===== config.mk =====
export PLATFORM = sky130hd
export DESIGN_NAME = debug_access_controller
export DESIGN_NICKNAME = d
export VERILOG_FILES = /design/src/rtl/debug_access_controller.sv
export SDC_FILE = /design/constraint.sdc
export NUM_CORES = 1
export LEC_CHECK = 0
export ABC_AREA = 1
export CORE_MARGIN = 3
export CORE_UTILIZATION = 45
export CTS_CLUSTER_DIAMETER = 100
export DETAILED_ROUTE_END_ITERATION = 10
export PLACE_DENSITY = 0.83
export SYNTH_ARGS = -nofsm -noshare
export SYNTH_HDL_FRONTEND = slang
export SYNTH_SLANG_ARGS = --single-unit

===== constraint.sdc =====
create_clock -name CLK -period 5.9 [get_ports CLK]
set_input_delay 1.18 -clock CLK [delete_from_list [all_inputs] [get_ports CLK]]
set_output_delay 1.18 -clock CLK [all_outputs]
set_load 0.01 [all_outputs]

===== src/rtl/debug_access_controller.sv =====
// Debug access sequencer in the CPU clock domain: arbitrates the memory bus at
// instruction boundaries, runs debug reads/writes and halt/resume, pulses ACKX.
module debug_access_controller #(
   parameter int ADDR_W   = 16,
   parameter int DATA_W   = 16,
   parameter int WAIT_MAX = 15
) (
   input  logic              CLK,
   input  logic              RESET,
   input  logic              REQX,
   input  logic [1:0]        CMD,
   input  logic [ADDR_W-1:0] DBG_ADDR,
   input  logic [DATA_W-1:0] DBG_WDATA,
   output logic              ACKX,
   output logic [DATA_W-1:0] DBG_RDATA,
   output logic              DBG_ERR,
   output logic              HALTED,
   output logic              HALT_REQ,
   input  logic              CPU_INSTR_END,
   output logic              CPU_GRANT,
   output logic [ADDR_W-1:0] MEM_ADDR,
   output logic [DATA_W-1:0] MEM_WDATA,
   output logic              MEM_RD,
   output logic              MEM_WR,
   input  logic              MEM_READY,
   input  logic [DATA_W-1:0] MEM_RDATA
);

   localparam int CNT_W = $clog2(WAIT_MAX + 1);
   localparam logic [CNT_W-1:0] CNT_MAX = CNT_W'(WAIT_MAX);

   localparam logic [1:0] CMD_READ   = 2'b00;
   localparam logic [1:0] CMD_WRITE  = 2'b01;
   localparam logic [1:0] CMD_HALT   = 2'b10;
   localparam logic [1:0] CMD_RESUME = 2'b11;

   typedef enum logic [2:0] {IDLE, WAIT_BND, ACCESS, ACK, DONE} state_t;

   state_t           state;
   logic [CNT_W-1:0] wait_cnt;

   always_ff @(posedge CLK or posedge RESET) begin
      if (RESET) begin
         state     <= IDLE;
         wait_cnt  <= '0;
         ACKX      <= 1'b0;
         DBG_RDATA <= '0;
         DBG_ERR   <= 1'b0;
         HALTED    <= 1'b0;
         HALT_REQ  <= 1'b0;
         CPU_GRANT <= 1'b1;
         MEM_ADDR  <= '0;
         MEM_WDATA <= '0;
         MEM_RD    <= 1'b0;
         MEM_WR    <= 1'b0;
      end else begin
         ACKX <= 1'b0;
         case (state)
            IDLE: begin
               CPU_GRANT <= 1'b1;
               MEM_RD    <= 1'b0;
               MEM_WR    <= 1'b0;
               if (REQX) begin
                  case (CMD)
                     CMD_HALT: begin
                        HALTED   <= 1'b1;
                        HALT_REQ <= 1'b1;
                        ACKX     <= 1'b1;
                        state    <= ACK;
                     end
                     CMD_RESUME: begin
                        HALTED   <= 1'b0;
                        HALT_REQ <= 1'b0;
                        ACKX     <= 1'b1;
                        state    <= ACK;
                     end
                     default: begin
                        // An already-halted core is parked, so the bus can be taken at once.
                        if (HALTED) begin
                           MEM_ADDR  <= DBG_ADDR;
                           MEM_WDATA <= DBG_WDATA;
                           MEM_RD    <= (CMD == CMD_READ);
                           MEM_WR    <= (CMD == CMD_WRITE);
                           CPU_GRANT <= 1'b0;
                           wait_cnt  <= '0;
                           state     <= ACCESS;
                        end else begin
                           HALT_REQ <= 1'b1;
                           state    <= WAIT_BND;
                        end
                     end
                  endcase
               end
            end
            WAIT_BND: begin
               if (CPU_INSTR_END) begin
                  MEM_ADDR  <= DBG_ADDR;
                  MEM_WDATA <= DBG_WDATA;
                  MEM_RD    <= (CMD == CMD_READ);
                  MEM_WR    <= (CMD == CMD_WRITE);
                  CPU_GRANT <= 1'b0;
                  wait_cnt  <= '0;
                  state     <= ACCESS;
               end
            end
            ACCESS: begin
               // READY is checked first so a completion on the last wait cycle still succeeds.
               if (MEM_READY) begin
                  if (MEM_RD) DBG_RDATA <= MEM_RDATA;
                  DBG_ERR <= 1'b0;
                  MEM_RD  <= 1'b0;
                  MEM_WR  <= 1'b0;
                  ACKX    <= 1'b1;
                  state   <= ACK;
               end else if (wait_cnt == CNT_MAX) begin
                  if (MEM_RD) DBG_RDATA <= '1;
                  DBG_ERR <= 1'b1;
                  MEM_RD  <= 1'b0;
                  MEM_WR  <= 1'b0;
                  ACKX    <= 1'b1;
                  state   <= ACK;
               end else begin
                  wait_cnt <= wait_cnt + 1'b1;
               end
            end
            ACK: begin
               state <= DONE;
            end
            DONE: begin
               if (!REQX) begin
                  HALT_REQ  <= HALTED;
                  CPU_GRANT <= 1'b1;
                  state     <= IDLE;
               end
            end
            default: state <= IDLE;
         endcase
      end
   end

endmodule


==> impl_metrics.prom, run 1 <==
# TYPE chip_impl_metric gauge
chip_impl_metric{name="synth.yosys.seq_area_share",unit="%"} 55.9
chip_impl_info{name="ys.flop_type",value="dfrtp_1"} 1
chip_impl_info{name="cts.root.buffer_cell",value="clkbuf_8"} 1
chip_impl_info{name="crit_path_start",value="MEM_READY"} 1
chip_impl_metric{name="worstMarginPinSlew",unit="ns"} 0.756
chip_impl_metric{name="critical_path_required",unit="ns"} 6.18
chip_impl_metric{name="ys_types",unit=""} 24
chip_impl_info{name="grt_setup_unrepaired",value="no"} 1
chip_impl_metric{name="layout-area-overhead-vs-synth",unit="%"} 45.7
chip_impl_metric{name="summed_instance_area_of_the_synthesized_netlist",unit="um^2"} 2780
chip_impl_metric{name="power",unit="mW"} 2.10
chip_impl_metric{name="die-width",unit="um"} 84.6
chip_impl_info{name="holdCritPathClass",value="flop to flop"} 1
chip_impl_metric{name="postSynth.asyncResetShare",unit="%"} 100
chip_impl_metric{name="postRouteAntennaNets",unit=""} 0
chip_impl_metric{name="initial_util",unit="%"} 46.7
chip_impl_info{name="run_status",value="finished clean"} 1
chip_impl_info{name="final_cell_mix",value="nand2_1, clkdlybuf4s50_1, dfrtp_1"} 1
chip_impl_metric{name="finish.instance_area",unit="um^2"} 4050
chip_impl_metric{name="grt_remaining_overflow",unit=""} 0
chip_impl_metric{name="coreArea",unit="um^2"} 5960
chip_impl_metric{name="syn_avg_cell_area",unit="um^2"} 8.40
chip_impl_metric{name="drt_first_iter_violations",unit=""} 107
chip_impl_metric{name="io_buffer_count",unit=""} 109
chip_impl_info{name="timing.critical_path.from_type",value="input pin"} 1
chip_impl_metric{name="wire_length_of_the_first_global_routing_pass",unit="mm"} 12.3
chip_impl_metric{name="vias",unit=""} 2665
chip_impl_metric{name="synthesis.instances",unit=""} 331
chip_impl_metric{name="ys_ff_latch",unit=""} 62
chip_impl_info{name="timing.rr.start",value="wait_cnt[0]"} 1
chip_impl_metric{name="antennaDiodeCount",unit=""} 0
chip_impl_metric{name="swShare",unit="%"} 40.2
chip_impl_metric{name="clockBufferDepth",unit=""} 2
chip_impl_metric{name="h-tree-depth",unit=""} 3
chip_impl_metric{name="via_per_inst",unit=""} 5.15
chip_impl_metric{name="final_core_utilization",unit="%"} 68.0
chip_impl_info{name="end_kind",value="flop"} 1
chip_impl_metric{name="number_of_buffers_added_by_the_clock_tree_synthesis_step",unit=""} 9
chip_impl_metric{name="power_density",unit="nW/um^2"} 518
chip_impl_metric{name="post-route-worst-setup-slack",unit="ns"} 3.07
chip_impl_metric{name="drt-pass1-iter-count",unit=""} 4
chip_impl_info{name="worst-setup-path-type",value="input pin to flop"} 1
chip_impl_metric{name="worst_skew_pair.late_latency",unit="ns"} 0.33
chip_impl_metric{name="setup_viol_count_final",unit=""} 0
chip_impl_metric{name="fillers",unit=""} 490
chip_impl_metric{name="remaining_drc_errors",unit=""} 0
chip_impl_metric{name="peak_fanout_along_the_critical_path",unit=""} 21
chip_impl_metric{name="finalWeightedCongestion",unit=""} 0.861
chip_impl_metric{name="first_global_vias",unit=""} 2583
chip_impl_metric{name="grt_antenna_before_repair",unit=""} 0
chip_impl_metric{name="yosys_warnings",unit=""} 0
chip_impl_metric{name="mappedNetlistNets",unit=""} 387
chip_impl_metric{name="seq_power_share",unit="%"} 35.1
chip_impl_info{name="cts_tree",value="yes"} 1
chip_impl_metric{name="cts.reportedPaths.clkPinSlew",unit="ns"} 0.07
chip_impl_metric{name="clock-sinks",unit=""} 62
chip_impl_metric{name="critPathArrivalTime",unit="ns"} 3.11
chip_impl_metric{name="cellInternalPower",unit="mW"} 1.25
chip_impl_metric{name="timing.slew.headroom",unit="%"} 49.6
chip_impl_metric{name="cts_resized",unit=""} 0
chip_impl_metric{name="dp_slack",unit="ns"} 2.71
chip_impl_info{name="leading_cell_type_in_the_layout_fill_and_taps_excluded",value="nand2_1"} 1
chip_impl_metric{name="fin_crit_sh",unit="%"} 48.0
chip_impl_metric{name="hpwl",unit="mm"} 5.25
chip_impl_metric{name="gr-usage-all-layers",unit="%"} 21.4
chip_impl_metric{name="power.share.clock",unit="%"} 15.1
chip_impl_metric{name="finalMaxSlewViolations",unit=""} 0
chip_impl_metric{name="cap_violations",unit=""} 0
chip_impl_metric{name="final_hold_viol_count",unit=""} 0
chip_impl_metric{name="fmaxAchievable",unit="MHz"} 353
chip_impl_metric{name="postCtsSetupRepairBufs",unit=""} 0
chip_impl_metric{name="synth-edff-count",unit=""} 0
chip_impl_info{name="hold_start",value="MEM_WDATA[15]"} 1
chip_impl_metric{name="netSwitchingPower",unit="mW"} 0.842
chip_impl_metric{name="combPwrFrac",unit="%"} 49.8
chip_impl_metric{name="power.static_leakage",unit="nW"} 1.99
chip_impl_metric{name="die_height",unit="um"} 84.6
chip_impl_metric{name="pin_count",unit=""} 110
chip_impl_metric{name="number_of_nets_in_the_finished_design",unit=""} 493
chip_impl_metric{name="peakVddDrop",unit="uV"} 261
chip_impl_metric{name="worst_clock_skew",unit="ns"} 0.0126
chip_impl_metric{name="post-route-min-period",unit="ns"} 2.83
chip_impl_metric{name="setup-tns-final",unit="ns"} 0
chip_impl_metric{name="post_dp_cell_area",unit="um^2"} 3890
chip_impl_metric{name="die_area",unit="um^2"} 7160
chip_impl_metric{name="grt_start_max_net_pins",unit=""} 63
chip_impl_metric{name="rows",unit=""} 28
chip_impl_metric{name="holdBufCountCts",unit=""} 0
chip_impl_metric{name="final_layout_size_suffix_gt1_share",unit="%"} 6.11
chip_impl_metric{name="post_drt_wl_per_cell",unit="um"} 14.4
chip_impl_metric{name="drt_wl_total",unit="mm"} 7.47
-- cell families after synthesis --
logic type | synth area share, %
xor+xnor | 0.630
flops | 55.9
compound gates | 8.51
buf+inv | 5.36
simple gates | 29.2
fa+ha+maj | 0.450
-- flip-flops by register name, summed over array words and instances (netlist names) --
register,count
ACKX,1
CPU_GRANT,1
DBG_ERR,1
DBG_RDATA,16
HALTED,1
HALT_REQ,1
MEM_ADDR,16
MEM_RD,1
MEM_WDATA,16
MEM_WR,1
state,3
wait_cnt,4
-- metrics by stage --
| step | hold slack, ns | std cells |
|---|---|---|
| floorplan | 0.478 | 331 |
| global placement | 0.454 | 501 |
| global route | 0.490 | 517 |
| detailed placement | 0.458 | 501 |
| CTS | 0.474 | 517 |
| finish | 0.470 | 517 |
-- power groups by stage --
stage	Clock (mW)	Sequential (mW)	Combinational [mW]
after global routing	0.345	0.760	1.16
after floorplan	0	0.798	0.531
after global placement	0	0.737	1.02
after detailed placement	0	0.737	1.05
final	0.316	0.736	1.04
after CTS	0.325	0.734	1.05
-- synthesized netlist by cell type (2+ instances only) --
cell type	instances	share of area, %
a21oi_1	3	0.54
nor2_2	2	0.45
inv_2	3	0.41
buf_2	7	1.3
nor2_1	13	1.8
nand2_1	118	16
dfrtp_1	61	55
nor2_4	2	0.81
o21ai_1	4	0.72
o21ai_0	39	7.0
nand3_1	47	8.5
buf_4	3	0.81
nand2_4	3	1.2
inv_1	14	1.9
clkbuf_1	3	0.41
-- worst max-delay path, stage by stage --
cell	delay [ns]
clkdlybuf4s50_1	0.47
inv_1	0.20
nand2_1	0.20
nand2_2	0.26
nor2_2	0.49
o21ai_0	0.21
nand2_1	0.10
-- routing by layer --
| metal | vias to the layer above | wire [um] | global-route usage (%) |
|---|---|---|---|
| met3 | 4 | 640 | 5.59 |
| li1 | 1280 | - | - |
| met1 | 1271 | 3180 | 28.6 |
| met5 | - | 0 | 0 |
| met4 | 0 | 44 | 7.34 |
| met2 | 110 | 3600 | 34.0 |
-- area by class of cell --
cell class	instances	area, um^2	area share, %
Multi-Input combinational cell	237	1080	26.6
Timing Repair Buffer	110	1100	27.1
Sequential cell	62	1550	38.3
Inverter	17	63.8	1.58
Clock inverter	2	10.0	0.247
Clock buffer	14	153	3.77
Tap cell	75	93.8	2.32
-- final timing paths --
| check | end | slack [ns] | cells after the start |
|---|---|---|---|
| worst max register to register | DBG_RDATA[13] | 3.93 | 7 |
| worst min register to register | MEM_WDATA[15] | 0.47 | 2 |
| min in group asynchronous | HALT_REQ | 1.41 | 3 |
| worst max-delay path | DBG_RDATA[13] | 3.07 | 7 |
| max in group asynchronous | state[2] | 4.00 | 3 |
| worst min-delay path | MEM_WDATA[15] | 0.47 | 2 |
Power figures use the tool's default switching activity.
==> run 2, diff against run 1 <==
Settings changed: CORE_UTILIZATION 45 to 39, PLACE_DENSITY 0.83 to 0.76.
Clock period 5.9 ns to 2.5 ns, I/O delays scaled along.
==> run 2 against run 1 <==
Via count up 0.19%. Hold slack better by 0.00065 ns. Final area up 1.6%.
==> impl_metrics.prom, run 2 (same netlist as run 1, synthesis figures left out) <==
# TYPE chip_impl_metric gauge
chip_impl_info{name="final_cell_mix",value="nand2_1, clkdlybuf4s50_1, dfrtp_1"} 1
chip_impl_metric{name="remaining_drc_errors",unit=""} 0
chip_impl_metric{name="rows",unit=""} 30
chip_impl_metric{name="power",unit="mW"} 5.01
chip_impl_metric{name="post_drt_wl_per_cell",unit="um"} 13.7
chip_impl_metric{name="via_per_inst",unit=""} 4.95
chip_impl_metric{name="critPathArrivalTime",unit="ns"} 2.20
chip_impl_metric{name="layout-area-overhead-vs-synth",unit="%"} 48.0
chip_impl_metric{name="critical_path_required",unit="ns"} 2.76
chip_impl_info{name="holdCritPathClass",value="flop to flop"} 1
chip_impl_metric{name="die_height",unit="um"} 90.4
chip_impl_metric{name="antennaDiodeCount",unit=""} 0
chip_impl_metric{name="grt_start_max_net_pins",unit=""} 63
chip_impl_metric{name="number_of_nets_in_the_finished_design",unit=""} 495
chip_impl_metric{name="dp_slack",unit="ns"} 0.214
chip_impl_info{name="timing.critical_path.from_type",value="input pin"} 1
chip_impl_metric{name="postRouteAntennaNets",unit=""} 0
chip_impl_metric{name="fin_hold_ws",unit="ns"} 0.470
chip_impl_metric{name="drt-pass1-iter-count",unit=""} 4
chip_impl_metric{name="multi_input_area",unit="um^2"} 1080
chip_impl_metric{name="final_core_utilization",unit="%"} 59.9
chip_impl_metric{name="coreArea",unit="um^2"} 6870
chip_impl_metric{name="power.static_leakage",unit="nW"} 2.01
chip_impl_metric{name="drt_wl_total",unit="mm"} 7.41
chip_impl_metric{name="post-route-min-period",unit="ns"} 1.93
chip_impl_metric{name="clockBufferDepth",unit=""} 2
chip_impl_info{name="grt_setup_unrepaired",value="no"} 1
chip_impl_metric{name="fillers",unit=""} 608
chip_impl_metric{name="peakVddDrop",unit="uV"} 479
chip_impl_metric{name="cell_depth_of_the_worst_hold_path",unit=""} 2
chip_impl_metric{name="vias",unit=""} 2670
chip_impl_metric{name="hpwl",unit="mm"} 5.19
chip_impl_metric{name="peak_fanout_along_the_critical_path",unit=""} 17
chip_impl_metric{name="wire_length_of_the_first_global_routing_pass",unit="mm"} 12.5
chip_impl_metric{name="cts.reportedPaths.clkPinSlew",unit="ns"} 0.06
chip_impl_info{name="run_status",value="finished clean"} 1
chip_impl_metric{name="h-tree-depth",unit=""} 3
chip_impl_metric{name="setup-tns-final",unit="ns"} 0
chip_impl_metric{name="grt_antenna_before_repair",unit=""} 0
chip_impl_info{name="leading_cell_type_in_the_layout_fill_and_taps_excluded",value="nand2_1"} 1
chip_impl_metric{name="postCtsSetupRepairBufs",unit=""} 0
chip_impl_metric{name="grt_remaining_overflow",unit=""} 0
chip_impl_metric{name="post-route-worst-setup-slack",unit="ns"} 0.567
chip_impl_info{name="cts_tree",value="yes"} 1
chip_impl_metric{name="fin_crit_sh",unit="%"} 77.3
chip_impl_metric{name="drt_first_iter_violations",unit=""} 129
chip_impl_metric{name="io_buffer_count",unit=""} 109
chip_impl_info{name="worst-setup-path-type",value="input pin to flop"} 1
chip_impl_info{name="end_kind",value="flop"} 1
chip_impl_metric{name="cap_violations",unit=""} 0
chip_impl_metric{name="first_global_vias",unit=""} 2555
chip_impl_metric{name="worstMarginPinSlew",unit="ns"} 0.473
chip_impl_metric{name="gr-usage-all-layers",unit="%"} 18.6
chip_impl_metric{name="layout.area.seq",unit="um^2"} 1550
chip_impl_metric{name="die-width",unit="um"} 90.4
chip_impl_metric{name="final_hold_viol_count",unit=""} 0
chip_impl_metric{name="initial_util",unit="%"} 40.5
chip_impl_metric{name="power_density",unit="nW/um^2"} 1220
chip_impl_metric{name="timing.slew.headroom",unit="%"} 68.4
chip_impl_metric{name="finalMaxSlewViolations",unit=""} 0
chip_impl_metric{name="clock-sinks",unit=""} 62
chip_impl_metric{name="final_layout_size_suffix_gt1_share",unit="%"} 7.22
chip_impl_metric{name="number_of_buffers_added_by_the_clock_tree_synthesis_step",unit=""} 9
chip_impl_metric{name="fmaxAchievable",unit="MHz"} 517
chip_impl_metric{name="setup_viol_count_final",unit=""} 0
chip_impl_metric{name="worst_skew_pair.late_latency",unit="ns"} 0.33
chip_impl_metric{name="pin_count",unit=""} 110
chip_impl_metric{name="r2r_cells",unit=""} 6
chip_impl_metric{name="finalWeightedCongestion",unit=""} 0.833
chip_impl_info{name="cts.root.buffer_cell",value="clkbuf_8"} 1
chip_impl_info{name="largest_registers_ranked_by_flip_flop_count",value="DBG_RDATA x16, MEM_ADDR x16, MEM_WDATA x16"} 1
chip_impl_metric{name="worst_clock_skew",unit="ns"} 0.0106
chip_impl_metric{name="holdBufCountCts",unit=""} 0
chip_impl_metric{name="die_area",unit="um^2"} 8180
chip_impl_metric{name="cts_resized",unit=""} 0
## run 2: cell count changes in the layout (fill, tap and decap cells not counted)
cell        delta
buf_12         +1
buf_4          +1
clkbuf_1       -4
clkbuf_8       +1
clkinv_2       +1
clkinvlp_4     +1
## run 2: through the flow
step	cells	cell area, um^2
floorplan	331	2780
global placement	524	3940
detailed placement	524	3940
CTS	539	4120
global route	539	4120
finish	539	4120
## run 2: power by group
group	leakage, nW	switching, mW	total, mW	internal, mW
clock network	0.0910	0.380	0.783	0.403
logic	1.13	1.35	2.49	1.14
registers	0.792	0.287	1.74	1.45
total	2.01	2.01	5.01	3.00
## run 2: layout make-up
cell class              count  area share [%]
repair buffers            112            27.4
flip-flops and latches     62            37.7
well taps                  96            2.92
inverters                  17            1.55
clock buffers              11            3.68
multi-input cells         237            26.2
clock inverters             4           0.547
## run 2: path summary, 6_finish.rpt
check / startpoint / end / slack, ns
max reg2reg: state[2] / MEM_WDATA[13] / 0.60
max in group asynchronous: RESET / CPU_GRANT / 1.64
min reg2reg: MEM_ADDR[12] / MEM_ADDR[12] / 0.47
min in group asynchronous: RESET / MEM_WDATA[12] / 0.55
max: MEM_READY / DBG_RDATA[2] / 0.57
min: MEM_ADDR[12] / MEM_ADDR[12] / 0.47
## run 2: critical path, cell delays in order
cell and delay [ns]:
clkdlybuf4s50_1 0.48, inv_1 0.20, nand2_1 0.18, nand2_2 0.12, nor2_2 0.40, o21ai_0 0.20, nand2_1 0.11
## run 2: routing by layer
metal	track usage [%]	routed length, um	part of all wire, %	vias up
met4	5.61	118	1.6	0
met5	0	0	0	-
met3	6.58	536	7.2	15
met1	26.0	3540	48	1244
met2	27.2	3220	43	125
li1	-	-	-	1286
==> run 3, diff against run 2 <==
Settings changed: CORE_UTILIZATION 39 to 43, PLACE_DENSITY 0.76 to 0.79.
Clock period 2.5 ns to 1.9 ns, I/O delays scaled along.
==> run 3 against run 2 <==
Via count grew 0.94%. Sequential power increased by 32%. First-iteration DRC count fell by 12%. Critical path depth fell by 6. Total power up 35%. Setup slack got worse by 0.42 ns. Register-to-register slack worse by 0.34 ns. Routed wire length down 1.1%. Count of clock-buffer cells in the layout is 2 higher. Clock power rose by 35%. Die area is 8.7% lower. Largest power group unchanged.
==> impl_metrics.prom, run 3 (same netlist as run 1, synthesis figures left out) <==
# TYPE chip_impl_metric gauge
chip_impl_metric{name="cap_violations",unit=""} 0
chip_impl_metric{name="combPwrFrac",unit="%"} 50.2
chip_impl_metric{name="drt_first_iter_violations",unit=""} 113
chip_impl_metric{name="coreArea",unit="um^2"} 6100
chip_impl_metric{name="io_buffer_count",unit=""} 109
chip_impl_info{name="holdCritPathClass",value="input pin to asynchronous set/reset pin"} 1
chip_impl_info{name="end_kind",value="primary output"} 1
chip_impl_info{name="run_status",value="finished clean"} 1
chip_impl_metric{name="timing.slew.headroom",unit="%"} 68.8
chip_impl_metric{name="setup-tns-final",unit="ns"} 0
chip_impl_metric{name="hpwl",unit="mm"} 5.33
chip_impl_metric{name="fillers",unit=""} 496
chip_impl_metric{name="ff2ff_setup_slack",unit="ns"} 0.26
chip_impl_metric{name="fmaxAchievable",unit="MHz"} 569
chip_impl_info{name="worst_path_dominant_cell_family",value="flip-flops"} 1
chip_impl_metric{name="worst_skew_pair.late_latency",unit="ns"} 0.32
chip_impl_metric{name="pin_count",unit=""} 110
chip_impl_metric{name="power.share.clock",unit="%"} 15.8
chip_impl_info{name="critPathSlowestCell",value="dfstp_2"} 1
chip_impl_metric{name="cellInternalPower",unit="mW"} 4.09
chip_impl_info{name="worst-setup-path-type",value="flop to primary output"} 1
chip_impl_metric{name="critical_path_required",unit="ns"} 1.52
chip_impl_metric{name="dp_slack",unit="ns"} 0.0718
chip_impl_metric{name="die_height",unit="um"} 86.4
chip_impl_metric{name="drt_wl_total",unit="mm"} 7.33
chip_impl_metric{name="number_of_buffers_added_by_the_clock_tree_synthesis_step",unit=""} 9
chip_impl_info{name="cts_tree",value="yes"} 1
chip_impl_metric{name="via_per_inst",unit=""} 5.15
chip_impl_metric{name="postCtsSetupRepairBufs",unit=""} 0
chip_impl_metric{name="wire_length_of_the_first_global_routing_pass",unit="mm"} 12.4
chip_impl_metric{name="remaining_drc_errors",unit=""} 0
chip_impl_metric{name="netSwitchingPower",unit="mW"} 2.65
chip_impl_metric{name="grt_start_max_net_pins",unit=""} 33
chip_impl_metric{name="fin_crit_sh",unit="%"} 92.5
chip_impl_metric{name="clockBufferDepth",unit=""} 2
chip_impl_info{name="final_cell_mix",value="nand2_1, clkdlybuf4s50_1, dfrtp_1"} 1
chip_impl_info{name="timing.critical_path.from_type",value="flop"} 1
chip_impl_info{name="grt_setup_unrepaired",value="no"} 1
chip_impl_metric{name="holdBufCountCts",unit=""} 0
chip_impl_metric{name="number_of_nets_in_the_finished_design",unit=""} 499
chip_impl_metric{name="gr-usage-all-layers",unit="%"} 20.6
chip_impl_info{name="cts.root.buffer_cell",value="clkbuf_8"} 1
chip_impl_metric{name="first_global_vias",unit=""} 2589
chip_impl_metric{name="worstMarginPinSlew",unit="ns"} 0.468
chip_impl_metric{name="grt_antenna_before_repair",unit=""} 0
chip_impl_metric{name="cpPeakStageDelay",unit="ns"} 0.53
chip_impl_metric{name="power.static_leakage",unit="nW"} 2.05
chip_impl_metric{name="peakVddDrop",unit="uV"} 1110
chip_impl_metric{name="layout-area-overhead-vs-synth",unit="%"} 50.1
chip_impl_info{name="largest_registers_ranked_by_flip_flop_count",value="DBG_RDATA x16, MEM_ADDR x16, MEM_WDATA x16"} 1
chip_impl_metric{name="rows",unit=""} 28
chip_impl_metric{name="finalWeightedCongestion",unit=""} 0.875
chip_impl_metric{name="antennaDiodeCount",unit=""} 0
chip_impl_metric{name="power_density",unit="nW/um^2"} 1620
chip_impl_metric{name="setup_viol_count_final",unit=""} 0
chip_impl_metric{name="cts.reportedPaths.clkPinSlew",unit="ns"} 0.07
chip_impl_metric{name="drt-pass1-iter-count",unit=""} 4
chip_impl_metric{name="vias",unit=""} 2695
chip_impl_metric{name="critPathArrivalTime",unit="ns"} 1.38
chip_impl_metric{name="cts_resized",unit=""} 0
chip_impl_metric{name="h-tree-depth",unit=""} 3
chip_impl_metric{name="finalMaxSlewViolations",unit=""} 0
chip_impl_metric{name="post-route-min-period",unit="ns"} 1.76
chip_impl_metric{name="crit_path_buffers_inverters",unit=""} 1
chip_impl_metric{name="post-route-worst-setup-slack",unit="ns"} 0.142
chip_impl_metric{name="post_drt_wl_per_cell",unit="um"} 14.0
chip_impl_info{name="leading_cell_type_in_the_layout_fill_and_taps_excluded",value="nand2_1"} 1
chip_impl_metric{name="swShare",unit="%"} 39.3
chip_impl_metric{name="die-width",unit="um"} 86.4
chip_impl_metric{name="peak_fanout_along_the_critical_path",unit=""} 2
chip_impl_metric{name="die_area",unit="um^2"} 7470
chip_impl_metric{name="postRouteAntennaNets",unit=""} 0
chip_impl_metric{name="seq_power_share",unit="%"} 34.0
chip_impl_metric{name="grt_remaining_overflow",unit=""} 0
chip_impl_metric{name="final_hold_viol_count",unit=""} 0
chip_impl_info{name="timing.critical_path.cells",value="clkdlybuf4s50_1"} 1
chip_impl_metric{name="initial_util",unit="%"} 45.6
chip_impl_metric{name="final_layout_size_suffix_gt1_share",unit="%"} 8.04
chip_impl_metric{name="clock-sinks",unit=""} 62
chip_impl_metric{name="worst_clock_skew",unit="ns"} 0.00639
## run 3: final cells by class
| type | count | area [um^2] | area share (%) |
|---|---|---|---|
| multi-input combinational | 237 | 1080 | 25.8 |
| tap | 75 | 93.8 | 2.25 |
| inverter | 17 | 67.6 | 1.62 |
| sequential | 62 | 1550 | 37.2 |
| clock buffer | 13 | 169 | 4.05 |
| clock inverter | 3 | 17.5 | 0.420 |
| timing repair buffer | 116 | 1190 | 28.6 |
## run 3: path summary, 6_finish.rpt
check,cells past startpoint,endpoint,from
worst min-delay path,2,MEM_ADDR[8],RESET
min in group CLK,2,MEM_ADDR[10],MEM_ADDR[10]
worst min register to register,2,MEM_ADDR[10],MEM_ADDR[10]
worst max-delay path,1,CPU_GRANT,CPU_GRANT
worst max register to register,8,MEM_ADDR[14],state[0]
max in group asynchronous,3,MEM_WDATA[12],RESET
## run 3: power groups by stage
stage | sequential (mW) | combinational [mW] | clock (mW)
after floorplan | 2.48 | 1.65 | 0
after detailed placement | 2.30 | 3.41 | 0
final | 2.29 | 3.39 | 1.06
after global placement | 2.29 | 3.31 | 0
after CTS | 2.28 | 3.42 | 1.09
after global routing | 2.35 | 3.76 | 1.16
## run 3: metal layers
| metal | vias to the layer above | wire length (um) | track usage (%) |
|---|---|---|---|
| met5 | - | 0 | 0 |
| met4 | 0 | 68 | 5.52 |
| met3 | 9 | 786 | 6.27 |
| met2 | 120 | 3140 | 30.5 |
| met1 | 1271 | 3330 | 29.4 |
| li1 | 1295 | - | - |
## run 3: stage by stage
step           utilization (%)  power [mW]  cells  cell area [um^2]  hold slack, ns
6_report                  68.5        6.74    523              4170           0.412
5_1_grt                   68.5        7.28    523              4170           0.438
4_1_cts                   68.5        6.80    523              4170           0.408
3_5_place_dp              65.4        5.71    507              3990           0.458
3_3_place_gp              65.4        5.59    507              3990           0.452
2_1_floorplan                -        4.13    331              2780           0.478
